### src/rtl/jtag_tap_controller_pkg.sv
// Shared TAP definitions: the 16 IEEE 1149.1 controller states, the BYPASS
// opcode, the default IR capture pattern and the state transition function.
package jtag_tap_controller_pkg;

   typedef enum logic [3:0] {
      TEST_LOGIC_RESET = 4'd0,
      RUN_TEST_IDLE    = 4'd1,
      SELECT_DR_SCAN   = 4'd2,
      CAPTURE_DR       = 4'd3,
      SHIFT_DR         = 4'd4,
      EXIT1_DR         = 4'd5,
      PAUSE_DR         = 4'd6,
      EXIT2_DR         = 4'd7,
      UPDATE_DR        = 4'd8,
      SELECT_IR_SCAN   = 4'd9,
      CAPTURE_IR       = 4'd10,
      SHIFT_IR         = 4'd11,
      EXIT1_IR         = 4'd12,
      PAUSE_IR         = 4'd13,
      EXIT2_IR         = 4'd14,
      UPDATE_IR        = 4'd15
   } jtag_tap_state_t;

   localparam int JTAG_IR_WIDTH = 4;
   localparam logic [JTAG_IR_WIDTH-1:0] JTAG_BYPASS         = '1;
   localparam logic [JTAG_IR_WIDTH-1:0] JTAG_IR_CAPTURE_VAL = 4'b0001;

   function automatic jtag_tap_state_t jtag_next_state(input jtag_tap_state_t state,
                                                       input logic tms);
      jtag_tap_state_t next;
      next = state;
      case (state)
         TEST_LOGIC_RESET: next = tms ? TEST_LOGIC_RESET : RUN_TEST_IDLE;
         RUN_TEST_IDLE:    next = tms ? SELECT_DR_SCAN   : RUN_TEST_IDLE;
         SELECT_DR_SCAN:   next = tms ? SELECT_IR_SCAN   : CAPTURE_DR;
         CAPTURE_DR:       next = tms ? EXIT1_DR         : SHIFT_DR;
         SHIFT_DR:         next = tms ? EXIT1_DR         : SHIFT_DR;
         EXIT1_DR:         next = tms ? UPDATE_DR        : PAUSE_DR;
         PAUSE_DR:         next = tms ? EXIT2_DR         : PAUSE_DR;
         EXIT2_DR:         next = tms ? UPDATE_DR        : SHIFT_DR;
         UPDATE_DR:        next = tms ? SELECT_DR_SCAN   : RUN_TEST_IDLE;
         SELECT_IR_SCAN:   next = tms ? TEST_LOGIC_RESET : CAPTURE_IR;
         CAPTURE_IR:       next = tms ? EXIT1_IR         : SHIFT_IR;
         SHIFT_IR:         next = tms ? EXIT1_IR         : SHIFT_IR;
         EXIT1_IR:         next = tms ? UPDATE_IR        : PAUSE_IR;
         PAUSE_IR:         next = tms ? EXIT2_IR         : PAUSE_IR;
         EXIT2_IR:         next = tms ? UPDATE_IR        : SHIFT_IR;
         UPDATE_IR:        next = tms ? SELECT_DR_SCAN   : RUN_TEST_IDLE;
         default:          next = TEST_LOGIC_RESET;
      endcase
      return next;
   endfunction

endpackage

### src/rtl/jtag_tap_controller_sync.sv
// Per-bit two-flop synchronizer used to bring the asynchronous JTAG pins
// into the clk domain.
module jtag_tap_controller_sync #(
   parameter int WIDTH = 4
) (
   input  logic             clk,
   input  logic             reset,
   input  logic [WIDTH-1:0] d,
   output logic [WIDTH-1:0] q
);

   logic [WIDTH-1:0] meta_reg;
   logic [WIDTH-1:0] sync_reg;

   for (genvar gi = 0; gi < WIDTH; gi++) begin : g_bit
      always_ff @(posedge clk or posedge reset) begin
         if (reset) begin
            meta_reg[gi] <= 1'b0;
            sync_reg[gi] <= 1'b0;
         end else begin
            meta_reg[gi] <= d[gi];
            sync_reg[gi] <= meta_reg[gi];
         end
      end
   end

   assign q = sync_reg;

endmodule

### src/rtl/jtag_tap_controller.sv
// Device-side JTAG TAP controller running in the clk domain; tck is
// oversampled and its synchronized edges advance the TAP state machine.
module jtag_tap_controller
   import jtag_tap_controller_pkg::*;
#(
   parameter int INSTRUCTION_WIDTH = 4,
   parameter int DATA_WIDTH        = 32,
   parameter logic [INSTRUCTION_WIDTH-1:0] IR_CAPTURE_VAL =
      INSTRUCTION_WIDTH'(JTAG_IR_CAPTURE_VAL)
) (
   input  logic                         clk,
   input  logic                         reset,
   input  logic                         jtag_tck,
   input  logic                         jtag_tms,
   input  logic                         jtag_trst,
   input  logic                         jtag_tdo,
   output logic                         jtag_tdi,
   output logic [INSTRUCTION_WIDTH-1:0] jtag_instruction,
   input  logic [DATA_WIDTH-1:0]        data_capture_val,
   output logic                         capture_dr,
   output logic                         update_dr,
   output logic [DATA_WIDTH-1:0]        data_update_val,
   output logic                         update_ir
);

   localparam logic [INSTRUCTION_WIDTH-1:0] BYPASS_INSTR = '1;

   logic [3:0] pins_sync;
   logic       sync_tck;
   logic       sync_tms;
   logic       sync_tdo;
   logic       sync_trst;
   logic       tck_prev_reg;
   logic       tck_rise;
   logic       tck_fall;

   jtag_tap_state_t               state_reg, state_next;
   logic [INSTRUCTION_WIDTH-1:0]  ir_shift_reg, ir_shift_next;
   logic [INSTRUCTION_WIDTH-1:0]  instruction_reg, instruction_next;
   logic [DATA_WIDTH-1:0]         dr_shift_reg, dr_shift_next;
   logic [DATA_WIDTH-1:0]         data_update_reg, data_update_next;
   logic                          bypass_reg, bypass_next;
   logic                          tdi_reg, tdi_next;
   logic                          capture_dr_reg, capture_dr_next;
   logic                          update_dr_reg, update_dr_next;
   logic                          update_ir_reg, update_ir_next;
   logic                          is_bypass;

   jtag_tap_controller_sync #(
      .WIDTH(4)
   ) u_sync (
      .clk  (clk),
      .reset(reset),
      .d    ({jtag_trst, jtag_tdo, jtag_tms, jtag_tck}),
      .q    (pins_sync)
   );

   assign sync_tck  = pins_sync[0];
   assign sync_tms  = pins_sync[1];
   assign sync_tdo  = pins_sync[2];
   assign sync_trst = pins_sync[3];

   assign tck_rise  = sync_tck & ~tck_prev_reg;
   assign tck_fall  = ~sync_tck & tck_prev_reg;
   assign is_bypass = (instruction_reg == BYPASS_INSTR);

   always_ff @(posedge clk or posedge reset) begin
      if (reset) begin
         tck_prev_reg    <= 1'b0;
         state_reg       <= TEST_LOGIC_RESET;
         ir_shift_reg    <= '0;
         instruction_reg <= BYPASS_INSTR;
         dr_shift_reg    <= '0;
         data_update_reg <= '0;
         bypass_reg      <= 1'b0;
         tdi_reg         <= 1'b0;
         capture_dr_reg  <= 1'b0;
         update_dr_reg   <= 1'b0;
         update_ir_reg   <= 1'b0;
      end else begin
         tck_prev_reg    <= sync_tck;
         state_reg       <= state_next;
         ir_shift_reg    <= ir_shift_next;
         instruction_reg <= instruction_next;
         dr_shift_reg    <= dr_shift_next;
         data_update_reg <= data_update_next;
         bypass_reg      <= bypass_next;
         tdi_reg         <= tdi_next;
         capture_dr_reg  <= capture_dr_next;
         update_dr_reg   <= update_dr_next;
         update_ir_reg   <= update_ir_next;
      end
   end

   // Register actions are keyed on the state before the transition, so the
   // edge that leaves SHIFT_* via EXIT1 still shifts its final bit.
   always_comb begin
      state_next       = state_reg;
      ir_shift_next    = ir_shift_reg;
      instruction_next = instruction_reg;
      dr_shift_next    = dr_shift_reg;
      data_update_next = data_update_reg;
      bypass_next      = bypass_reg;
      tdi_next         = tdi_reg;
      capture_dr_next  = 1'b0;
      update_dr_next   = 1'b0;
      update_ir_next   = 1'b0;

      if (sync_trst) begin
         // Host test reset overrides any tck edge seen in the same cycle.
         state_next       = TEST_LOGIC_RESET;
         instruction_next = BYPASS_INSTR;
      end else begin
         if (tck_rise) begin
            state_next = jtag_next_state(state_reg, sync_tms);
            case (state_reg)
               TEST_LOGIC_RESET: instruction_next = BYPASS_INSTR;
               CAPTURE_IR:       ir_shift_next = IR_CAPTURE_VAL;
               SHIFT_IR:         ir_shift_next = {sync_tdo, ir_shift_reg[INSTRUCTION_WIDTH-1:1]};
               UPDATE_IR: begin
                  instruction_next = ir_shift_reg;
                  update_ir_next   = 1'b1;
               end
               CAPTURE_DR: begin
                  if (is_bypass) begin
                     bypass_next = 1'b0;
                  end else begin
                     dr_shift_next   = data_capture_val;
                     capture_dr_next = 1'b1;
                  end
               end
               SHIFT_DR: begin
                  if (is_bypass) begin
                     bypass_next = sync_tdo;
                  end else begin
                     dr_shift_next = {sync_tdo, dr_shift_reg[DATA_WIDTH-1:1]};
                  end
               end
               UPDATE_DR: begin
                  if (!is_bypass) begin
                     data_update_next = dr_shift_reg;
                     update_dr_next   = 1'b1;
                  end
               end
               default: ;
            endcase
         end

         if (tck_fall) begin
            case (state_reg)
               SHIFT_IR: tdi_next = ir_shift_reg[0];
               SHIFT_DR: tdi_next = is_bypass ? bypass_reg : dr_shift_reg[0];
               default:  tdi_next = 1'b0;
            endcase
         end
      end
   end

   assign jtag_tdi         = tdi_reg;
   assign jtag_instruction = instruction_reg;
   assign capture_dr       = capture_dr_reg;
   assign update_dr        = update_dr_reg;
   assign update_ir        = update_ir_reg;
   assign data_update_val  = data_update_reg;

endmodule

### config.mk
export PLATFORM = sky130hd
export DESIGN_NAME = jtag_tap_controller
export DESIGN_NICKNAME = d
export VERILOG_FILES = /design/src/rtl/jtag_tap_controller_pkg.sv /design/src/rtl/jtag_tap_controller_sync.sv /design/src/rtl/jtag_tap_controller.sv
export SDC_FILE = /design/constraint.sdc
export NUM_CORES = 1
export LEC_CHECK = 0
export ABC_CLOCK_PERIOD_IN_PS = 2930
export CAP_MARGIN = 20
export CORE_UTILIZATION = 47
export CTS_CLUSTER_DIAMETER = 150
export CTS_CLUSTER_SIZE = 20
export DETAILED_ROUTE_END_ITERATION = 7
export PLACE_DENSITY = 0.76
export SLEW_MARGIN = 20
export SYNTH_ARGS = -nofsm -noshare
export SYNTH_HDL_FRONTEND = slang
export SYNTH_SLANG_ARGS = --single-unit
### constraint.sdc
create_clock -name clk -period 2.93 [get_ports clk]
set_input_delay 0.586 -clock clk [delete_from_list [all_inputs] [get_ports clk]]
set_output_delay 0.586 -clock clk [all_outputs]
set_load 0.01 [all_outputs]
==> run metrics <==
minimum clock period=between 2 and 2.5 ns; Crit path arrival time=2.57 ns; Yosys top cell by area=dfrtp_1; Util after Layout=61.1%; clock sink total=90; drt initial violations=100; slowest cell on the critical path=or3b_1; Antenna Nets Post-Route=0; core region area=0.00826 mm²; Clock transition at path regs=about 0.090 ns; Clk Latency, worst-skew pair=0.36 ns; RSZ-0062 raised after global routing=no; Worst-Margin Slew=between 0.7 and 0.8 ns; total grt overflow=0; Netlist cell types=42; clock skew=0.0133 ns; Max IR drop VDD=233 µV; num rows=33; Boundary Pins=78; #FFs+latches synth=90; Hold Violations, Final=0; post-CTS sizing=0; antenna violations before repair=0; critical path class=reg -> reg; period utilization=~80%; Global Route Usage Sum=about a fifth; CTS hold repair buffers=0; Worst Path Required=~3.2 ns; Mapped Cells=326; routability-driven placement congestion ratio=0.762; register area share after synthesis=56.2%; setup bufs post-CTS=0; Setup WS pre-CTS=roughly 0.6 ns; synthesized area=between 0.004 and 0.005 mm²; most frequent cell after synthesis=dfrtp_1; post-synth net total=364; crit-path max FO=20; die area=0.00892 mm²; die height=94.5 µm; ANT cells=0; Hold WC Path Type=reg -> reg; Final Setup Violations=0; Power Dens Cells=450 mW/mm²; vias in the first global route=2623; via count=2675; CTS buffer count=9; top_reg_cell synth=dfrtp_1; max_cap viols=0; Ys Warns=0; crit start category=flip-flop; top area cells in the synthesized netlist=dfrtp_1 54%, mux2_2 9.5%, mux2i_1 8.0%; Yosys top cell area share=53.5%; # fillers=694; Nets=434; first-pass GRT wire length=13000 µm; Final Slew Violations=0; Leak=0.00203 µW; drt pass-1 iters=4; final WL=7600 µm; DR DRC count=0; Fmax=430 MHz; post-DR wirelength/cell=~15 µm; CTS tree=done; die span in x=roughly 94 µm; worst hold margin=0.353 ns; Slew HR=around half; Root Buffer=clkbuf_8; Final WS setup=0.602 ns; H-tree depth=3; CP peak stage delay=approximately 0.5 ns; dpl hpwl=5140 µm; area grow syn2layout=25.6%; PortBufs=77; Power Total=2270 µW; fraction of layout cells with a size suffix above 1=a little under a quarter; post-DR vias/cell=5.29; syn_area_per_cell=roughly 12 µm²; ys async rst share=100%; largest net degree at the start of global routing=65; Setup TNS=0 ns; most instantiated cells after synthesis=86 x dfrtp_1, 38 x nor2_1, 34 x mux2_2; worst-path cell chain=or3b_1 > nor2_1 > nand3_2 > buf_4 > mux2_2; status=finished, final reports clean; crit end category=flip-flop; Post-synth EDFFs=0; Initial Util=48.7%; maximum clock path buffer count=2
## cells by family (layout without fill, tap and decap cells)
kind of cell	count (synthesis)	count (layout)	share of synthesized area, %
flops	90	90	56.2
buf+inv	33	108	4.70
mux	66	66	17.5
xor+xnor	1	1	0.218
compound gates	64	64	12.7
simple gates	72	72	8.69
## through the flow
stage	std cells	instance area, µm²
6_report	506	5050
2_1_floorplan	326	4020
5_1_grt	506	5050
3_3_place_gp	490	4850
3_5_place_dp	490	4850
4_1_cts	506	5050
## report_power, final
group          switching, µW  leakage [µW]  internal [µW]
clock                    461     0.0000998            400
sequential              17.1       0.00105           1260
combinational           59.6      0.000879           79.9
## layer usage
metal  routed length (µm)  share of wire (%)  GRT usage [%]
met5                    0                  0              0
met4                  117                1.5           7.20
met3                  437                5.8           4.43
met2                 3560                 47           29.3
met1                 3480                 46           25.6
## cell type report
cell class	count	area [µm²]	share of cell area [%]
Multi-Input combinational cell	203	1580	31.4
Sequential cell	90	2260	44.7
Clock inverter	7	77.6	1.54
Timing Repair Buffer	83	841	16.7
Inverter	9	35.0	0.694
Tap cell	105	131	2.60
Clock buffer	9	124	2.45
## layout by cell type (no fill, tap or decap), drive strengths merged, types with 5 or more instances in the layout
master,instances
buf,6
clkdlybuf4s50,77
nor3,5
clkbuf,9
mux2,34
nand2b,5
o21ai,9
inv,9
a21oi,34
dfrtp,86
nor2,41
mux2i,32
clkinv,5
## worst paths after layout
path	cells after the start	from	to	slack, ns
min	0	u_sync.meta_reg[3]	u_sync.q[3]	0.35
max reg2reg	5	u_sync.q[3]	data_update_val[2]	0.60
max in group asynchronous	3	reset	dr_shift_reg[25]	1.73
max	5	u_sync.q[3]	data_update_val[2]	0.60
min in group asynchronous	2	reset	dr_shift_reg[13]	0.53
min reg2reg	0	u_sync.meta_reg[3]	u_sync.q[3]	0.35
## critical path: cells and delay by family (launching register included)
family | cells | cell delay [ns]
DFF | 1 | 0.46
and+or+nand+nor | 3 | 1.07
buffers and inverters | 1 | 0.39
muxes | 1 | 0.30
Power figures use the tool's default switching activity.
